[config.mk]
export PLATFORM = sky130hd
export DESIGN_NAME = reg_window_spill_fill
export DESIGN_NICKNAME = d
export VERILOG_FILES = /design/src/rtl/reg_window_spill_fill.sv
export SDC_FILE = /design/constraint.sdc
export NUM_CORES = 1
export LEC_CHECK = 0
export ABC_CLOCK_PERIOD_IN_PS = 3500
export CAP_MARGIN = 10
export CELL_PAD_IN_SITES_DETAIL_PLACEMENT = 0
export CELL_PAD_IN_SITES_GLOBAL_PLACEMENT = 1
export CORE_MARGIN = 4
export CORE_UTILIZATION = 33
export CTS_BUF_LIST = sky130_fd_sc_hd__clkbuf_2
export DETAILED_ROUTE_END_ITERATION = 7
export GPL_ROUTABILITY_DRIVEN = 0
export GPL_TIMING_DRIVEN = 1
export PLACE_DENSITY = 0.86
export REMOVE_ABC_BUFFERS = 1
export SKIP_LAST_GASP = 1
export SLEW_MARGIN = 20
export SYNTH_ARGS = -nofsm -noshare
export SYNTH_HDL_FRONTEND = slang
export SYNTH_SLANG_ARGS = --single-unit
[constraint.sdc]
create_clock -name clk -period 3.5 [get_ports clk]
set_input_delay 0.35 -clock clk [delete_from_list [all_inputs] [get_ports clk]]
set_output_delay 0.35 -clock clk [all_outputs]
set_load 0.02 [all_outputs]
[src/rtl/reg_window_spill_fill.sv]
// Spill/fill engine: moves one register window to or from a memory stack, then
// re-selects the caller's window before going idle.
module reg_window_spill_fill #(
  parameter int          DATA_W     = 16,
  parameter int          WORDS      = 4,
  parameter logic [15:0] STACK_BASE = 16'h0100,
  parameter int          MAX_DEPTH  = 8
) (
  input  logic              clk,
  input  logic              rst,
  input  logic              spill_req,
  input  logic              fill_req,
  input  logic [1:0]        win_sel,
  input  logic [1:0]        cur_win,
  output logic              busy,
  output logic              done,
  output logic              err,
  output logic [3:0]        depth,
  output logic              rf_win_en,
  output logic [1:0]        rf_win,
  output logic [1:0]        rf_reg,
  input  logic [DATA_W-1:0] rf_rdata,
  output logic              rf_we,
  output logic [DATA_W-1:0] rf_wdata,
  output logic [15:0]       mem_addr,
  output logic              mem_we,
  output logic              mem_re,
  output logic [DATA_W-1:0] mem_wdata,
  input  logic [DATA_W-1:0] mem_rdata
);

  typedef enum logic [1:0] {IDLE, SETWIN, XFER, RESTORE} stateT;

  stateT       state, nextState;
  logic [15:0] sp;
  logic [1:0]  idx;
  logic        isSpill;
  logic [1:0]  winLat;
  logic [1:0]  curLat;
  logic        stackFull, stackEmpty;
  logic        accept, rejected, lastBeat;

  assign stackFull  = (depth == 4'(MAX_DEPTH));
  assign stackEmpty = (depth == 4'd0);
  // spill_req has priority; a blocked spill is rejected even if fill_req is also set
  assign accept     = (state == IDLE) &&
                      (spill_req ? !stackFull : (fill_req && !stackEmpty));
  assign rejected   = (state == IDLE) &&
                      (spill_req ? stackFull : (fill_req && stackEmpty));
  assign lastBeat   = (idx == 2'(WORDS - 1));
  assign busy       = (state != IDLE);

  always_ff @(posedge clk or negedge rst) begin
    if (!rst) begin
      state   <= IDLE;
      sp      <= STACK_BASE;
      depth   <= 4'd0;
      idx     <= 2'd0;
      isSpill <= 1'b0;
      done    <= 1'b0;
      err     <= 1'b0;
    end else begin
      state <= nextState;
      done  <= (state == RESTORE);
      err   <= rejected;
      if (accept)
        isSpill <= spill_req;
      if (state == XFER)
        idx <= idx + 2'd1;
      else
        idx <= 2'd0;
      // sp only moves once the whole window is transferred, so an abort leaves no trace
      if (state == RESTORE) begin
        if (isSpill) begin
          sp    <= sp + 16'(WORDS);
          depth <= depth + 4'd1;
        end else begin
          sp    <= sp - 16'(WORDS);
          depth <= depth - 4'd1;
        end
      end
    end
  end

  always_ff @(posedge clk) begin
    if (state == IDLE && (spill_req || fill_req)) begin
      winLat <= win_sel;
      curLat <= cur_win;
    end
  end

  always_comb begin
    nextState = state;
    unique case (state)
      IDLE:    if (accept) nextState = SETWIN;
      SETWIN:  nextState = XFER;
      XFER:    if (lastBeat) nextState = RESTORE;
      RESTORE: nextState = IDLE;
      default: nextState = IDLE;
    endcase
  end

  always_comb begin
    rf_win_en = 1'b0;
    rf_win    = 2'd0;
    rf_reg    = 2'd0;
    rf_we     = 1'b0;
    rf_wdata  = '0;
    mem_addr  = 16'd0;
    mem_we    = 1'b0;
    mem_re    = 1'b0;
    mem_wdata = '0;
    unique case (state)
      SETWIN: begin
        rf_win_en = 1'b1;
        rf_win    = winLat;
      end
      XFER: begin
        rf_reg = idx;
        if (isSpill) begin
          mem_addr  = sp + {14'd0, idx};
          mem_wdata = rf_rdata;
          mem_we    = 1'b1;
        end else begin
          mem_addr = sp - 16'(WORDS) + {14'd0, idx};
          mem_re   = 1'b1;
          rf_wdata = mem_rdata;
          rf_we    = 1'b1;
        end
      end
      RESTORE: begin
        rf_win_en = 1'b1;
        rf_win    = curLat;
      end
      default: ;
    endcase
  end

endmodule

### Yosys cells after proc, flatten, opt, wreduce, memory -nomap -nowiden

Index checks and enable logic that the tools add are counted.

| cells by class | value |
|---|---|
| mux-type cells | 21 |
| reduce and logical (&&, ||, !) cells | 13 |
| $add $sub $neg | 7 |
| eq/ne operators | 7 |

Operators with widths:

| kind | count |
|---|---|
| 2-to-1 mux 16 bit | 7 |
| adder 16 x 2 -> 16 bit | 2 |
| adder 16 x 3 -> 16 bit (second input constant) | 1 |
| subtractor 16 x 3 -> 16 bit (second input constant) | 1 |
| 2-to-1 mux 2 bit | 4 |
| one-hot mux 2 bit (4 select lines) | 1 |
| 2-to-1 mux 1 bit | 7 |
| equality test 2 bit (second input constant) | 3 |
| logical AND 1 bit | 5 |
| adder 4 x 1 -> 4 bit (second input constant) | 1 |
| equality test 4 bit (second input constant) | 1 |
| zero test 4 bit | 1 |
| 2-to-1 mux 4 bit | 1 |
| inequality test 2 bit (second input constant) | 2 |
| one-hot mux 2 bit (2 select lines) | 1 |
| subtractor 4 x 1 -> 4 bit (second input constant) | 1 |
| adder 2 x 1 -> 2 bit (second input constant) | 1 |
| equality test 2 x 1 -> 1 bit (second input constant) | 1 |
| zero test 1 bit | 2 |
| zero test 2 bit | 1 |
| AND reduction 2 bit | 1 |
| nonzero test 2 bit | 1 |
| OR reduction 2 bit | 1 |
| logical OR 1 bit | 1 |

| word-level totals | value |
|---|---|
| input bits | 40 |
| bits in registers | 31 |
| logic and storage cells | 57 |
| output and inout bits | 63 |

### Logic depth before layout (Yosys ltp)

Gate-level depths: netlist of the first run.

| logic depth | value |
|---|---|
| word-level depth | 7 |
| depth in mapped cells | 8 |
| gate-level depth less buffers | 6 |

### Worst setup path before layout of the first run

No wires, ideal clock.

| timing | value |
|---|---|
| path kind | reg-to-output |
| start | register state[0] |
| end | output mem_addr[6] |
| data arrival time | 1.591 ns |
| stages on the path, launching flop included | 6 |
| data required time | 3.150 ns |
| slack | 1.559 ns |
| path buffers | 2 |
| path through | dfrtp_1 inv_1 ha_1 clkbuf_1 clkbuf_1 a21boi_0 |

| on the way | value |
|---|---|
| longest elaborated chain between the ends | 2 |

Ends and longest elaborated chain:

| what | RTL line | source |
|---|---|---|
| from (decl) | 34 | `stateT state, nextState;` |
| from (signal assigned) | 63 | `state <= nextState;` |
| equality test 2 bit | 113 | `unique case (state)` |
| 2-to-1 mux 16 bit | 113 |  |
| to (decl) | 25 | `output logic [15:0] mem_addr,` |

Every way passes these cells.

### Worst setup path after layout of the first run

| timing | value |
|---|---|
| start | register isSpill |
| end | output rf_wdata[7] |

| on the way | value |
|---|---|
| longest elaborated chain between the ends | 2 |

Ends and longest elaborated chain:

| what | RTL line | source |
|---|---|---|
| from (decl) | 37 | `logic isSpill;` |
| from (signal assigned) | 67 | `isSpill <= spill_req;` |
| 2-to-1 mux 16 bit | 120 | `if (isSpill) begin` |
| 2-to-1 mux 16 bit | 113 |  |
| to (decl) | 24 | `output logic [DATA_W-1:0] rf_wdata,` |

Every way passes these cells.

==> impl_metrics.toml, run 1 <==
[power_and_ir_drop]
peakVddDrop_v = 0.000424
leakage_uw = 0.00137
pwr_density_cell_nw_per_um2 = 837
power.total_uw = 2780

[die]
pin_count = 103
core_um2 = 6420
die_h_um = 89.6
start_util_pct = 34.2
die_w_um = 89.6
rows = 29
die_area_um2 = 8030

[cts]
postCtsSetupBuffers = 0
clock-sinks = 29
cts_tree = "built"
numCtsBuffers = 5
cts_max_level = 2
cts.path.max_buffers = 2
cts_resized = 0
root_buffer = "clkbuf_2"
clk_pin_slew_ns = 0.18
clkLatencyLatePin_ns = 0.38
ctsHoldBuffers = 0

[logic_synthesis]
ys_seq_area_share_pct = 34.0
ys_warn_count = 0
ys_ff_latch = 29
syn_avg_cell_area_um2 = 8.83
synthesis.area_um2 = 2200
syn_inst = 249
yosysUniqueCellTypes = 45

[critical_path]
worstSetupPathType = "reg -> out"
cp_data_required_time_ns = 3.15
cp.arrival_ns = 2.82
cp-end-kind = "primary output"
crit_fanout = 21
regToRegEndpoint = "depth[3]$_DFFE_PN0P_"
start_kind = "flip-flop"
r2r_slack_ns = 1.45
r2r_cells = 6
regToRegStartpoint = "isSpill$_DFFE_PN0P_"

[sta]
finClkSkew_ns = 0.00819
worstMarginPinSlew_ns = 0.811
hold_violations = 0
whs_ns = 0.309
final.setup.tns_ns = 0
max_freq_mhz = 315
rsz0062_at_grt = "false"
relSlewSlack_pct = 45.8
period_minus_slack_ns = 3.17
setup_violations = 0
finalCritPeriodShare_pct = 90.6
final_max_slew_viol_count = 0

[global_route]
grt_pass1_wl_um = 9730
antenna_found_initial = 0
grt_pass1_vias = 1965
gr-usage-all-layers_pct = 15.4
grt_overflow = 0
grt_max_degree = 38

[route]
post_drt_via_cell_ratio = 5.09
first_iter_violations = 71
routed_wl_um = 6220
route.detailed.drc = 0
wire_per_inst_um = 14.9
vias = 2124
ant_nets = 0
firstDrtPassIters = 5

[min_path]
min_path_type = "in -> async"

[job]
maxCapViolations = 0

[cells_and_area]
area_growth_pct = 51.3
layout-drive-gt1-share_pct = 6.18
antennaDiodeCount = 0
fin_nets = 391

[run_status]
status = "finished, final reports clean"

[place]
port_buffers = 102
hpwl_um = 4660
## metal layers
metal | global-route usage [%] | vias up | part of all wire, %
li1 | - | 1038 | -
met3 | 3.47 | 9 | 9.7
met4 | 3.52 | 0 | 0.80
met2 | 26.4 | 93 | 47
met1 | 19.8 | 984 | 42
met5 | 0 | - | 0
## per-stage QoR
step / cell area (um2) / utilization [%] / std cells / setup slack (ns)
CTS: 3330 / 51.8 / 417 / 0.301
finish: 3330 / 51.8 / 417 / 0.330
global route: 3330 / 51.8 / 417 / 0.0125
global placement: 3240 / 50.4 / 409 / 0.838
floorplan: 2090 / - / 226 / 0.811
detailed placement: 3240 / 50.4 / 409 / 0.762
## state kept, by name, summed over array words and instances, names as in the netlist
name,cells
done,1
idx,2
err,1
depth,4
curLat,2
sp,14
state,2
winLat,2
isSpill,1
## worst max-delay path by stage
| stage | depth (start not counted) | endpoint | start |
|---|---|---|---|
| after global placement | 7 | mem_addr[8] | sp[2]$_DFFE_PN0P_ |
| after floorplan | 4 | rf_wdata[0] | state[0]$_DFFE_PN0P_ |
| after detailed placement | 4 | rf_wdata[7] | isSpill$_DFFE_PN0P_ |
| final | 4 | rf_wdata[7] | isSpill$_DFFE_PN0P_ |
| after global routing | 4 | rf_wdata[7] | isSpill$_DFFE_PN0P_ |
| after CTS | 4 | rf_wdata[7] | isSpill$_DFFE_PN0P_ |
## where the power goes
group	leakage, uW	switching (uW)	total (uW)	internal, uW
sequential	0.000345	263	756	493
combinational	0.000973	874	1700	825
clock	0.0000529	137	329	191
## layout make-up
type / count / area, um2
repair buffers: 106 / 1050
clock inverters: 3 / 65.1
multi-input cells: 190 / 1320
well taps: 77 / 96.3
flip-flops and latches: 29 / 747
clock buffers: 5 / 25.0
inverters: 7 / 26.3
fillers: 579 / 3100
## Yosys cell counts, drive strengths merged
cell    number  area share (%)
clkbuf      11             1.9
and4         3             1.2
nand2       11             1.9
dfrtp       24              27
o22a         1            0.40
a22o         2            0.80
a21boi       1            0.34
a21oi        9             2.0
nor3         4             1.1
o21ai       13             3.0
o31ai        1            0.34
o32a         1            0.46
o311a        1            0.46
mux2         2             1.0
xnor2       14             5.6
dfstp        1             1.2
buf         12             3.1
nor4b        1            0.40
nand3        9             2.6
or2          2            0.57
and3        19             5.5
o22ai        1            0.28
nand3b       1            0.34
or4          2            0.68
xor2        11             4.4
nor4         8             2.3
and2        31             8.8
ha          11             6.3
a21o         2            0.68
nor2         8             1.4
nor2b        9             2.6
o31a         1            0.40
o21a         1            0.34
fa           1            0.91
nand4        5             1.4
or3          2            0.57
edfxtp       4             5.5
inv          7             1.2
mux2i        1            0.46
and3b        1            0.40
## logic make-up (layout without fill, tap and decap cells)
| kind of cell | after synthesis | after routing | synth area share, % |
|---|---|---|---|
| xor+xnor | 25 | 25 | 9.96 |
| flops | 29 | 29 | 34.0 |
| buf+inv | 30 | 121 | 6.15 |
| compound gates | 34 | 34 | 9.51 |
| fa+ha+maj | 12 | 12 | 7.17 |
| simple gates | 116 | 116 | 31.8 |
| mux | 3 | 3 | 1.48 |
## critical path, cell delays in order, from the launching register on
cell and delay (ns):
dfrtp_1 0.63, buf_4 0.30, nor2b_1 0.65, and2_1 0.24, clkdlybuf4s50_1 0.61
## cell usage in the layout (no fill, tap or decap), types with 2 or more instances in the layout
cell type,netlist,routed
and3_1,17,17
or3_1,2,2
clkbuf_2,0,5
and3_2,2,2
and2_1,30,30
nand3_1,8,8
xor2_1,11,11
a21oi_1,9,9
clkdlybuf4s50_1,0,102
nor4_1,8,8
a22o_1,2,2
buf_4,3,4
and4_1,3,3
inv_1,7,7
dfrtp_1,24,24
nor2b_1,9,9
nand4_1,5,5
or4_1,2,2
o21ai_0,13,13
or2_2,2,2
a21o_1,2,2
edfxtp_1,4,4
nand2_1,11,11
nor3_1,3,3
mux2_2,2,2
xnor2_1,14,14
nor2_1,8,8
ha_1,11,11
bufinv_16,0,2
Note: power is estimated with default switching activity, not from simulation.
==> run 2, diff against run 1 <==
ABC_CLOCK_PERIOD_IN_PS = unset   (was 3500)
MAX_ROUTING_LAYER = met4   (was unset)
==> run 2 against run 1 <==
Clock skew is 0.0029 ns higher; sequential cell count is the same; maximum frequency grew 0.18%; core utilization stayed put; critical path type unchanged; critical endpoint unchanged; largest cell class unchanged; highest routed layer unchanged.
==> impl_metrics.toml, run 2 (synthesis gave the netlist of run 1 again) <==
[cts]
ctsHoldBuffers = 0
root_buffer = "clkbuf_2"
cts_resized = 0
numCtsBuffers = 5
clock-sinks = 29
clk_pin_slew_ns = 0.18
clkLatencyLatePin_ns = 0.39
cts.path.max_buffers = 2
cts_tree = "built"
cts_max_level = 2
postCtsSetupBuffers = 0

[place]
port_buffers = 102
dp_cells = 409
dpl_cell_area_um2 = 3240
hpwl_um = 4660

[sta]
final_max_slew_viol_count = 0
period_minus_slack_ns = 3.16
finalCritPeriodShare_pct = 90.4
setup_violations = 0
hold_violations = 0
rsz0062_at_grt = "false"
max_freq_mhz = 316
final.setup.tns_ns = 0
relSlewSlack_pct = 45.8
worstMarginPinSlew_ns = 0.811
finClkSkew_ns = 0.0111

[die]
die_area_um2 = 8030
rows = 29
core_um2 = 6420
start_util_pct = 34.2
pin_count = 103
die_h_um = 89.6
die_w_um = 89.6

[critical_path]
crit_fanout = 21
cp-end-kind = "primary output"
start_kind = "flip-flop"
cp.arrival_ns = 2.81
worstSetupPathType = "reg -> out"
cp_data_required_time_ns = 3.15

[power_and_ir_drop]
peakVddDrop_v = 0.000422
power.switching_uw = 1270
cellInternalPower_uw = 1510
pwr-share-seq_pct = 27.1
swShare_pct = 45.7
pwr_density_cell_nw_per_um2 = 836
leakage_uw = 0.00137
power.total_uw = 2780
comb_power_share_pct = 61.1
power.share.clock_pct = 11.8

[cells_and_area]
fin_util_pct = 51.8
largest_reg_flops = 14
antennaDiodeCount = 0
fin_nets = 391
layout_commonest_cell = "clkdlybuf4s50_1"
final_cells = 417
reg_top3 = "sp x14, depth x4"
final_area_um2 = 3330
area_growth_pct = 51.3
layout-drive-gt1-share_pct = 6.18
fillers = 579
mostFrequentLayoutCells = "clkdlybuf4s50_1 (102), and2_1 (30), dfrtp_1 (24), and3_1 (17), xnor2_1 (14)"
top_register = "sp"

[global_route]
grt_pass1_wl_um = 9740
antenna_found_initial = 0
grt_overflow = 0
grt_max_degree = 38
grt_pass1_vias = 1967
gr-usage-all-layers_pct = 15.9

[route]
vias = 2117
firstDrtPassIters = 4
wl_met1_um = 2610
wl_met3_um = 604
wl_met2_um = 2940
ant_nets = 0
first_iter_violations = 89
post_drt_via_cell_ratio = 5.08
routed_wl_um = 6210
topRoutingLayerUsed = "met4"
route.detailed.drc = 0
wire_per_inst_um = 14.9

[job]
maxCapViolations = 0

[min_path]
min_path_type = "in -> async"

[run_status]
status = "finished, final reports clean"
[run 2: cell counts in the layout (fill, tap and decap cells not counted)]
No cell type changed its count.
[run 2: per-stage QoR]
step                      setup WS [ns]  hold WS (ns)
after detailed placement          0.762         0.453
after floorplan                   0.811        0.0544
after global placement            0.838         0.441
final                             0.336         0.311
after CTS                         0.301         0.319
after global routing             0.0125         0.323
[run 2: metal layers]
layer / up-vias / global-route usage, %
met5: - / -
met4: 0 / 3.52
met3: 9 / 3.38
met2: 97 / 26.3
met1: 977 / 20.0
li1: 1034 / -
[run 2: path summary, 6_finish.rpt]
check / startpoint / to / slack (ns) / depth (start not counted)
worst max-delay path: isSpill$_DFFE_PN0P_ / rf_wdata[7] / 0.34 / 4
worst min register to register: idx[0]$_DFF_PN0_ / idx[0]$_DFF_PN0_ / 0.47 / 1
worst max register to register: isSpill$_DFFE_PN0P_ / depth[3]$_DFFE_PN0P_ / 1.46 / 6
max in group asynchronous: rst / sp[8]$_DFFE_PN1P_ / 2.87 / 2
min in group clk: idx[0]$_DFF_PN0_ / idx[0]$_DFF_PN0_ / 0.47 / 1
worst min-delay path: rst / sp[15]$_DFFE_PN0P_ / 0.31 / 2
[run 2: power by group through the flow]
| stage | clock (uW) | combinational (uW) | sequential, uW |
|---|---|---|---|
| 5_1_grt | 350 | 1870 | 789 |
| 6_report | 329 | 1700 | 753 |
| 3_5_place_dp | 0 | 1710 | 761 |
| 2_1_floorplan | 0 | 972 | 753 |
| 4_1_cts | 336 | 1720 | 753 |
| 3_3_place_gp | 0 | 1690 | 756 |
[run 2: layout make-up]
cell class	instances	area [um2]	area share (%)
clock buffer	5	25.0	0.752
inverter	7	26.3	0.790
multi-input combinational	190	1320	39.6
tap	77	96.3	2.90
sequential	29	747	22.5
timing repair buffer	106	1050	31.6
clock inverter	3	65.1	1.96
[run 2: critical path, stage by stage (launching register included)]
cell and delay [ns]:
dfrtp_1 0.63, buf_4 0.30, nor2b_1 0.65, and2_1 0.24
clkdlybuf4s50_1 0.61
==> run 3, diff against run 2 <==
ABC_AREA = 0   (was unset)
HOLD_SLACK_MARGIN = 0.03   (was unset)
==> results of run 3 <==
The final DEF is identical to that of run 2; final timing and power are the same.
